<file path="src/rtl/dsp_sys_arr_pkg.sv">
// Shared types and elaboration helpers for the systolic array sequencer.
package dsp_sys_arr_pkg;

  typedef logic [31:0] single_float;

  typedef enum logic [2:0] {IDLE, CLEAR, FEED, DRAIN, DONE} ctrl_state_t;

  typedef enum logic {MAT_A, MAT_B} mat_sel_t;

  function automatic int clog2_min1(input int v);
    return (v > 1) ? $clog2(v) : 1;
  endfunction

  // One spare code point so that an index equal to the dimension is representable and can be rejected.
  function automatic int idx_w(input int n, input int k);
    return $clog2(((n > k) ? n : k) + 1);
  endfunction

endpackage

</file>
<file path="src/rtl/sys_array_ctrl_if.sv">
// Host/array-facing bus of the sequencer: operand loads, run control, skewed edge feeds, status.
interface sys_array_ctrl_if #(
  parameter int N = 2,
  parameter int K = 2
);
  import dsp_sys_arr_pkg::*;

  localparam int IDX_W = idx_w(N, K);

  logic                  start;
  logic                  ld_en;
  mat_sel_t              ld_sel;
  logic [IDX_W-1:0]      ld_row;
  logic [IDX_W-1:0]      ld_col;
  single_float           ld_data;
  logic [N*N-1:0]        pe_error;
  single_float [N-1:0]   a_out;
  logic [N-1:0]          a_valid;
  single_float [N-1:0]   b_out;
  logic [N-1:0]          b_valid;
  logic                  pe_clear;
  logic                  busy;
  logic                  done;
  logic                  error;
  logic [31:0]           cycle_count;

  modport master (
    output start, ld_en, ld_sel, ld_row, ld_col, ld_data, pe_error,
    input  a_out, a_valid, b_out, b_valid, pe_clear, busy, done, error, cycle_count
  );

  modport slave (
    input  start, ld_en, ld_sel, ld_row, ld_col, ld_data, pe_error,
    output a_out, a_valid, b_out, b_valid, pe_clear, busy, done, error, cycle_count
  );

endinterface

</file>
<file path="src/rtl/sys_arr_operand_buf.sv">
// R x C operand register file with one write port and one skew read port per lane:
// row-indexed lanes (out[r] = mem[r][sel[r]]) or column-indexed lanes (out[c] = mem[sel[c]][c]).
module sys_arr_operand_buf
  import dsp_sys_arr_pkg::*;
#(
  parameter int  R        = 2,
  parameter int  C        = 2,
  parameter int  IDX_W    = 2,
  parameter bit  COL_READ = 1'b0,
  localparam int LANES    = COL_READ ? C : R,
  localparam int DEPTH    = COL_READ ? R : C,
  localparam int SEL_W    = clog2_min1(DEPTH)
) (
  input  logic                        CLK,
  input  logic                        RST,
  input  logic                        we,
  input  logic [IDX_W-1:0]            wr_row,
  input  logic [IDX_W-1:0]            wr_col,
  input  single_float                 wr_data,
  input  logic [LANES-1:0][SEL_W-1:0] rd_sel,
  output single_float [LANES-1:0]     rd_data
);

  single_float mem [R][C];

  // Matching every cell against the index drops out-of-range writes without a separate check.
  always_ff @(posedge CLK) begin
    for (int r = 0; r < R; r++) begin
      for (int c = 0; c < C; c++) begin
        if (RST)
          mem[r][c] <= '0;
        else if (we && wr_row == IDX_W'(r) && wr_col == IDX_W'(c))
          mem[r][c] <= wr_data;
      end
    end
  end

  if (COL_READ) begin : g_col
    always_comb begin
      for (int l = 0; l < LANES; l++) begin
        rd_data[l] = '0;
        for (int e = 0; e < DEPTH; e++)
          if (rd_sel[l] == SEL_W'(e)) rd_data[l] = mem[e][l];
      end
    end
  end else begin : g_row
    always_comb begin
      for (int l = 0; l < LANES; l++) begin
        rd_data[l] = '0;
        for (int e = 0; e < DEPTH; e++)
          if (rd_sel[l] == SEL_W'(e)) rd_data[l] = mem[l][e];
      end
    end
  end

endmodule

</file>
<file path="src/rtl/sys_array_ctrl.sv">
// Systolic array sequencer: clears PEs, streams skewed A/B operands, drains, pulses done,
// and tracks sticky PE errors and the run length.
module sys_array_ctrl
  import dsp_sys_arr_pkg::*;
#(
  parameter int N      = 2,
  parameter int K      = 2,
  parameter int PE_LAT = 4
) (
  input  logic               CLK,
  input  logic               RST,
  sys_array_ctrl_if.slave    bus
);

  localparam int FEED_LEN  = K + N - 1;
  localparam int DRAIN_CYC = 2 * (N - 1) + PE_LAT;
  localparam int CNT_W     = clog2_min1((FEED_LEN > DRAIN_CYC) ? FEED_LEN : DRAIN_CYC);
  localparam int SEL_W     = clog2_min1(K);
  localparam int IDX_W     = idx_w(N, K);

  ctrl_state_t                state;
  logic [CNT_W-1:0]           cnt;
  logic                       load_we;
  logic                       feed_nxt;
  logic [CNT_W-1:0]           nxt_t;
  logic [N-1:0][SEL_W-1:0]    a_sel;
  logic [N-1:0][SEL_W-1:0]    b_sel;
  logic [N-1:0]               a_vld_nxt;
  logic [N-1:0]               b_vld_nxt;
  single_float [N-1:0]        a_rd;
  single_float [N-1:0]        b_rd;
  int                         k;

  assign load_we = bus.ld_en && (state == IDLE);

  sys_arr_operand_buf #(.R(N), .C(K), .IDX_W(IDX_W), .COL_READ(1'b0)) u_buf_a (
    .CLK(CLK), .RST(RST), .we(load_we && bus.ld_sel == MAT_A),
    .wr_row(bus.ld_row), .wr_col(bus.ld_col), .wr_data(bus.ld_data),
    .rd_sel(a_sel), .rd_data(a_rd)
  );

  sys_arr_operand_buf #(.R(K), .C(N), .IDX_W(IDX_W), .COL_READ(1'b1)) u_buf_b (
    .CLK(CLK), .RST(RST), .we(load_we && bus.ld_sel == MAT_B),
    .wr_row(bus.ld_row), .wr_col(bus.ld_col), .wr_data(bus.ld_data),
    .rd_sel(b_sel), .rd_data(b_rd)
  );

  // Edge outputs are registered, so the skew is computed for the feed step of the next cycle.
  always_comb begin
    feed_nxt = 1'b0;
    nxt_t    = '0;
    k        = 0;
    if (state == CLEAR) begin
      feed_nxt = 1'b1;
    end else if (state == FEED && cnt != CNT_W'(FEED_LEN - 1)) begin
      feed_nxt = 1'b1;
      nxt_t    = cnt + 1'b1;
    end
    for (int i = 0; i < N; i++) begin
      k            = int'(nxt_t) - i;
      a_vld_nxt[i] = feed_nxt && (k >= 0) && (k < K);
      b_vld_nxt[i] = a_vld_nxt[i];
      a_sel[i]     = a_vld_nxt[i] ? SEL_W'(k) : '0;
      b_sel[i]     = a_sel[i];
    end
  end

  always_ff @(posedge CLK) begin
    if (RST) begin
      state           <= IDLE;
      cnt             <= '0;
      bus.busy        <= 1'b0;
      bus.done        <= 1'b0;
      bus.pe_clear    <= 1'b0;
      bus.error       <= 1'b0;
      bus.cycle_count <= '0;
      bus.a_out       <= '0;
      bus.a_valid     <= '0;
      bus.b_out       <= '0;
      bus.b_valid     <= '0;
    end else begin
      bus.done     <= 1'b0;
      bus.pe_clear <= 1'b0;
      bus.a_valid  <= a_vld_nxt;
      bus.b_valid  <= b_vld_nxt;
      for (int i = 0; i < N; i++) begin
        bus.a_out[i] <= a_vld_nxt[i] ? a_rd[i] : '0;
        bus.b_out[i] <= b_vld_nxt[i] ? b_rd[i] : '0;
      end
      if (state == CLEAR || state == FEED || state == DRAIN) begin
        bus.error       <= bus.error | (|bus.pe_error);
        bus.cycle_count <= bus.cycle_count + 32'd1;
      end
      case (state)
        IDLE: if (bus.start) begin
          state           <= CLEAR;
          bus.pe_clear    <= 1'b1;
          bus.busy        <= 1'b1;
          bus.error       <= 1'b0;
          bus.cycle_count <= 32'd1;
        end
        CLEAR: begin
          state <= FEED;
          cnt   <= '0;
        end
        FEED: if (cnt == CNT_W'(FEED_LEN - 1)) begin
          state <= DRAIN;
          cnt   <= '0;
        end else begin
          cnt <= cnt + 1'b1;
        end
        DRAIN: if (cnt == CNT_W'(DRAIN_CYC - 1)) begin
          state    <= DONE;
          bus.done <= 1'b1;
        end else begin
          cnt <= cnt + 1'b1;
        end
        DONE: begin
          state    <= IDLE;
          bus.busy <= 1'b0;
        end
        default: state <= IDLE;
      endcase
    end
  end

endmodule

</file>
<file path="src/flat_wrapper.sv">
// flat-port wrapper written by rule: the top's interface ports become plain ports
module sys_array_ctrl_flat import dsp_sys_arr_pkg::*;
#(
  parameter int N      = 2,
  parameter int K      = 2,
  parameter int PE_LAT = 4
)
  (CLK, RST, bus_start, bus_ld_en, bus_ld_sel, bus_ld_row, bus_ld_col, bus_ld_data, bus_pe_error, bus_a_out, bus_a_valid, bus_b_out, bus_b_valid, bus_pe_clear, bus_busy, bus_done, bus_error, bus_cycle_count);
  sys_array_ctrl_if #(.N(N), .K(K)) bus_i ();
  input  logic CLK;
  input  logic RST;
  input wire logic [$bits(bus_i.start)-1:0] bus_start;
  input wire logic [$bits(bus_i.ld_en)-1:0] bus_ld_en;
  input wire logic [$bits(bus_i.ld_sel)-1:0] bus_ld_sel;
  input wire logic [$bits(bus_i.ld_row)-1:0] bus_ld_row;
  input wire logic [$bits(bus_i.ld_col)-1:0] bus_ld_col;
  input wire logic [$bits(bus_i.ld_data)-1:0] bus_ld_data;
  input wire logic [$bits(bus_i.pe_error)-1:0] bus_pe_error;
  output wire logic [$bits(bus_i.a_out)-1:0] bus_a_out;
  output wire logic [$bits(bus_i.a_valid)-1:0] bus_a_valid;
  output wire logic [$bits(bus_i.b_out)-1:0] bus_b_out;
  output wire logic [$bits(bus_i.b_valid)-1:0] bus_b_valid;
  output wire logic [$bits(bus_i.pe_clear)-1:0] bus_pe_clear;
  output wire logic [$bits(bus_i.busy)-1:0] bus_busy;
  output wire logic [$bits(bus_i.done)-1:0] bus_done;
  output wire logic [$bits(bus_i.error)-1:0] bus_error;
  output wire logic [$bits(bus_i.cycle_count)-1:0] bus_cycle_count;
  assign bus_i.start = bus_start;
  assign bus_i.ld_en = bus_ld_en;
  assign bus_i.ld_sel = bus_ld_sel;
  assign bus_i.ld_row = bus_ld_row;
  assign bus_i.ld_col = bus_ld_col;
  assign bus_i.ld_data = bus_ld_data;
  assign bus_i.pe_error = bus_pe_error;
  assign bus_a_out = bus_i.a_out;
  assign bus_a_valid = bus_i.a_valid;
  assign bus_b_out = bus_i.b_out;
  assign bus_b_valid = bus_i.b_valid;
  assign bus_pe_clear = bus_i.pe_clear;
  assign bus_busy = bus_i.busy;
  assign bus_done = bus_i.done;
  assign bus_error = bus_i.error;
  assign bus_cycle_count = bus_i.cycle_count;
  sys_array_ctrl #(.N(N), .K(K), .PE_LAT(PE_LAT)) u_core (.CLK(CLK), .RST(RST), .bus(bus_i));
endmodule
</file>
<file path="config.mk">
export PLATFORM = sky130hd
export DESIGN_NAME = sys_array_ctrl_flat
export DESIGN_NICKNAME = d
export VERILOG_FILES = /design/src/rtl/dsp_sys_arr_pkg.sv /design/src/rtl/sys_array_ctrl_if.sv /design/src/rtl/sys_arr_operand_buf.sv /design/src/rtl/sys_array_ctrl.sv /design/src/flat_wrapper.sv
export SDC_FILE = /design/constraint.sdc
export NUM_CORES = 1
export LEC_CHECK = 0
export CORE_ASPECT_RATIO = 0.5
export CORE_MARGIN = 2
export CORE_UTILIZATION = 40
export CTS_BUF_LIST = sky130_fd_sc_hd__clkbuf_4
export DETAILED_ROUTE_END_ITERATION = 7
export HOLD_SLACK_MARGIN = 0.1
export SETUP_SLACK_MARGIN = 0.2
export SLEW_MARGIN = 25
export SYNTH_ARGS = -nofsm -noshare
export SYNTH_HDL_FRONTEND = slang
export SYNTH_HIERARCHICAL = 1
export SYNTH_SLANG_ARGS = --single-unit
</file>
<file path="constraint.sdc">
create_clock -name CLK -period 6.6 [get_ports CLK]
set_clock_uncertainty 0.05 [all_clocks]
set_input_delay 1.32 -clock CLK [delete_from_list [all_inputs] [get_ports CLK]]
set_output_delay 1.32 -clock CLK [all_outputs]
set_load 0.02 [all_outputs]
</file>
==> results.yml <==
critical_path:
  rr_worst_depth: 12
  worstPathRequired_ns: 7.20
  rr_startpoint: "u_core/cnt[0]$_SDFFE_PP0P_"
  path_max_fanout: 64
  crit_type: "reg -> reg"
  r2r_end: "u_core/bus.b_out[48]$_SDFF_PP0_"
  r2r_slack_ns: 2.84
  start_kind: "flop"
  cp-end-kind: "flop"
  worstPathArrival_ns: 4.36
clocking:
  cts_tree: "yes"
  post_cts_resized: 0
  cts_num_sinks: 428
  cts_buffers: 98
  cts_root_buf: "clkbuf_4"
  clkTransAtPathRegs_ns: 0.07
  insertion_delay_ns: 0.78
  h-tree-depth: 3
  cts_buffer_depth: 3
  post_cts_buffers: 0
  cts_hold_buf: 0
yosys:
  synth_area_sq_um: 18100
  ys_warn_count: 6
  synth_top_cell_by_area: "edfxtp_1"
  synth-main-ff-cell: "edfxtp_1"
  async_reset_ff_frac: 0
  synth_area_leaders: "edfxtp_1 43%, dfxtp_1 19%, nor3_2 13%, mux2_2 7.5%, and2_1 4.5%"
  yosysUniqueCellTypes: 48
  synth_seq_area_share: 0.616
  synth_edf_count: 256
  yosys-top-cells-count: "256 x edfxtp_1, 240 x nor3_2, 172 x dfxtp_1"
  syn_area_per_cell_sq_um: 13.6
  synth_fp_nets: 1374
  synth_cells: 1324
  yosysTopAreaCellShare: 0.425
  synth.most_common_cell: "edfxtp_1"
  ys_seq_elements: 428
power:
  leakage_nw: 7.52
  peakVddDrop_uv: 106
  p_per_area_nw_per_um2: 284
global_routing:
  grt_pass1_wl_microns: 64800
  grt_usage: 0.179
  overflow: 0
  antenna_found_initial: 1
  grt_max_degree: 65
  grt_pass1_vias: 11500
floorplanning:
  num_io_pins: 213
  start_util: 0.410
  num_rows: 54
  die_h_microns: 154
  die_w_microns: 305
  dieArea_sq_um: 47000
  coreArea_sq_um: 44100
cells_and_area:
  drive_above_1_share: 0.346
  final_nets: 1608
  stdcell_count: 2232
  syn_to_final_growth_pct: 22.4
detailed_routing:
  vias_per_cell: 4.96
  drt-initial-drc-count: 633
  drtAntennaViolNets: 0
  vias: 11100
  wl_microns: 42800
  drc: 0
  dr.pass1.iters: 4
  routedWlPerCell_microns: 19.2
timing:
  tns_ns: 0
  post-route-min-period_ns: 3.76
  final_max_slew_viol_count: 0
  worstMarginPinSlew_ns: 1.07
  setup_viol: 0
  finalHoldViolations: 0
  rsz0062_at_grt: "no"
  post-route-period-util: 0.570
  fmax_mhz: 266
  max-slew-margin-rel: 0.290
placement:
  dp_cells: 2038
  place_hpwl_microns: 26800
  gp_congestion: 0.805
  port_buffers: 212
worst_hold_path:
  holdPathStages: 2
  min_path_type: "reg -> reg"
  hold_start: "u_core/bus.error$_SDFF_PP0_"
  min_to: "u_core/bus.error$_SDFF_PP0_"
run:
  cap_violations: 0
run_status:
  status: "completed"
## registers in the layout (all words and copies together) (netlist names)
signal                  cells
u_core/bus.a_out           64
u_core/bus.b_out           64
u_core/bus.b_valid          2
u_core/bus.busy             1
u_core/bus.cycle_count     32
u_core/bus.done             1
u_core/bus.error            1
u_core/bus.pe_clear         1
u_core/cnt                  3
u_core/state                3
u_core/u_buf_a/mem        128
u_core/u_buf_b/mem        128
## layer usage
| metal | part of all wire | routed length (microns) | vias to the layer above | GRT usage |
|---|---|---|---|---|
| met3 | 0.058 | 2480 | 66 | 0.0445 |
| met5 | 0 | 0 | - | 0 |
| li1 | - | - | 5199 | - |
| met1 | 0.43 | 18200 | 5514 | 0.223 |
| met4 | 0.017 | 732 | 0 | 0.0512 |
| met2 | 0.50 | 21300 | 294 | 0.311 |
## cell usage in the layout, fill, tap and decap left out, types with 3 or more instances in the layout
cell type / instances
a211oi_1: 3
a21oi_1: 12
and2_1: 129
and3_1: 5
buf_16: 10
buf_4: 11
clkbuf_4: 155
clkdlybuf4s50_1: 212
clkinv_1: 25
dfxtp_1: 172
edfxtp_1: 256
ha_1: 5
inv_1: 72
inv_2: 3
mux2_1: 8
mux2_2: 120
nand2_1: 18
nand2b_1: 5
nand3_1: 12
nand3b_1: 3
nand4_1: 11
nor2_1: 39
nor3_1: 27
nor3_2: 240
nor4_1: 9
o21ai_0: 5
o21bai_4: 8
or2_2: 3
or3_1: 5
or3b_4: 4
xnor2_1: 16
xor2_1: 10
## cell families after synthesis
kind of cell | count (synthesis) | synth area share
mux | 129 | 0.0803
xor+xnor | 26 | 0.0126
buf+inv | 172 | 0.0496
compound gates | 37 | 0.0137
fa+ha+maj | 5 | 0.00346
simple gates | 527 | 0.224
flops | 428 | 0.616
## critical path: stages, from the launching register on
cell      delay [ns]
dfxtp_1         0.45
inv_1           0.13
ha_1            0.26
nand2b_1        0.10
nand3_1         0.11
or2_2           0.32
ha_1            0.21
a21oi_1         0.11
mux2i_1         0.09
nor3b_1         0.30
and2_4          0.85
mux2_2          0.43
and2_1          0.17
## area by class of cell
type,count,area (sq um)
Antenna cell,1,2.50
Clock buffer,155,1160
Clock inverter,30,144
Fill cell,3838,21900
Inverter,72,270
Multi-Input combinational cell,724,6170
Sequential cell,428,11100
Tap cell,588,736
Timing Repair Buffer,234,2500
## stage by stage
| stage | utilization | total power [W] | hold WS [ns] | area [sq um] | worst slack (ns) |
|---|---|---|---|---|---|
| 6_report | 0.502 | 0.00627 | 0.421 | 22100 | 2.84 |
| 5_1_grt | 0.502 | 0.00658 | 0.457 | 22100 | 2.60 |
| 4_1_cts | 0.497 | 0.00634 | 0.432 | 21900 | 2.81 |
| 3_5_place_dp | 0.468 | 0.00417 | 0.420 | 20600 | 2.71 |
| 3_3_place_gp | 0.466 | 0.00414 | 0.402 | 20500 | 2.74 |
| 2_1_floorplan | - | 0.00377 | 0.415 | 18100 | 2.44 |
## power by group
| part | switching (W) | internal [W] |
|---|---|---|
| Sequential | 0.0000663 | 0.00298 |
| Clock | 0.00105 | 0.00111 |
| Combinational | 0.000621 | 0.000452 |
## how the worst max path moves through the flow
stage	end	startpoint	cells after the start	slack (ns)
finish	u_core/bus.b_out[48]$_SDFF_PP0_	u_core/cnt[0]$_SDFFE_PP0P_	12	2.84
floorplan	u_core/u_buf_b/mem[0][32]$_SDFFCE_PN0P_	bus_ld_sel	5	2.44
global route	u_core/bus.b_out[48]$_SDFF_PP0_	u_core/cnt[0]$_SDFFE_PP0P_	12	2.60
detailed placement	u_core/u_buf_a/mem[0][47]$_SDFFCE_PN0P_	bus_ld_en	5	2.71
CTS	u_core/bus.b_out[48]$_SDFF_PP0_	u_core/cnt[0]$_SDFFE_PP0P_	12	2.81
global placement	u_core/u_buf_a/mem[0][46]$_SDFFCE_PN0P_	bus_ld_en	5	2.74
Note: power is estimated with default switching activity, not from simulation.
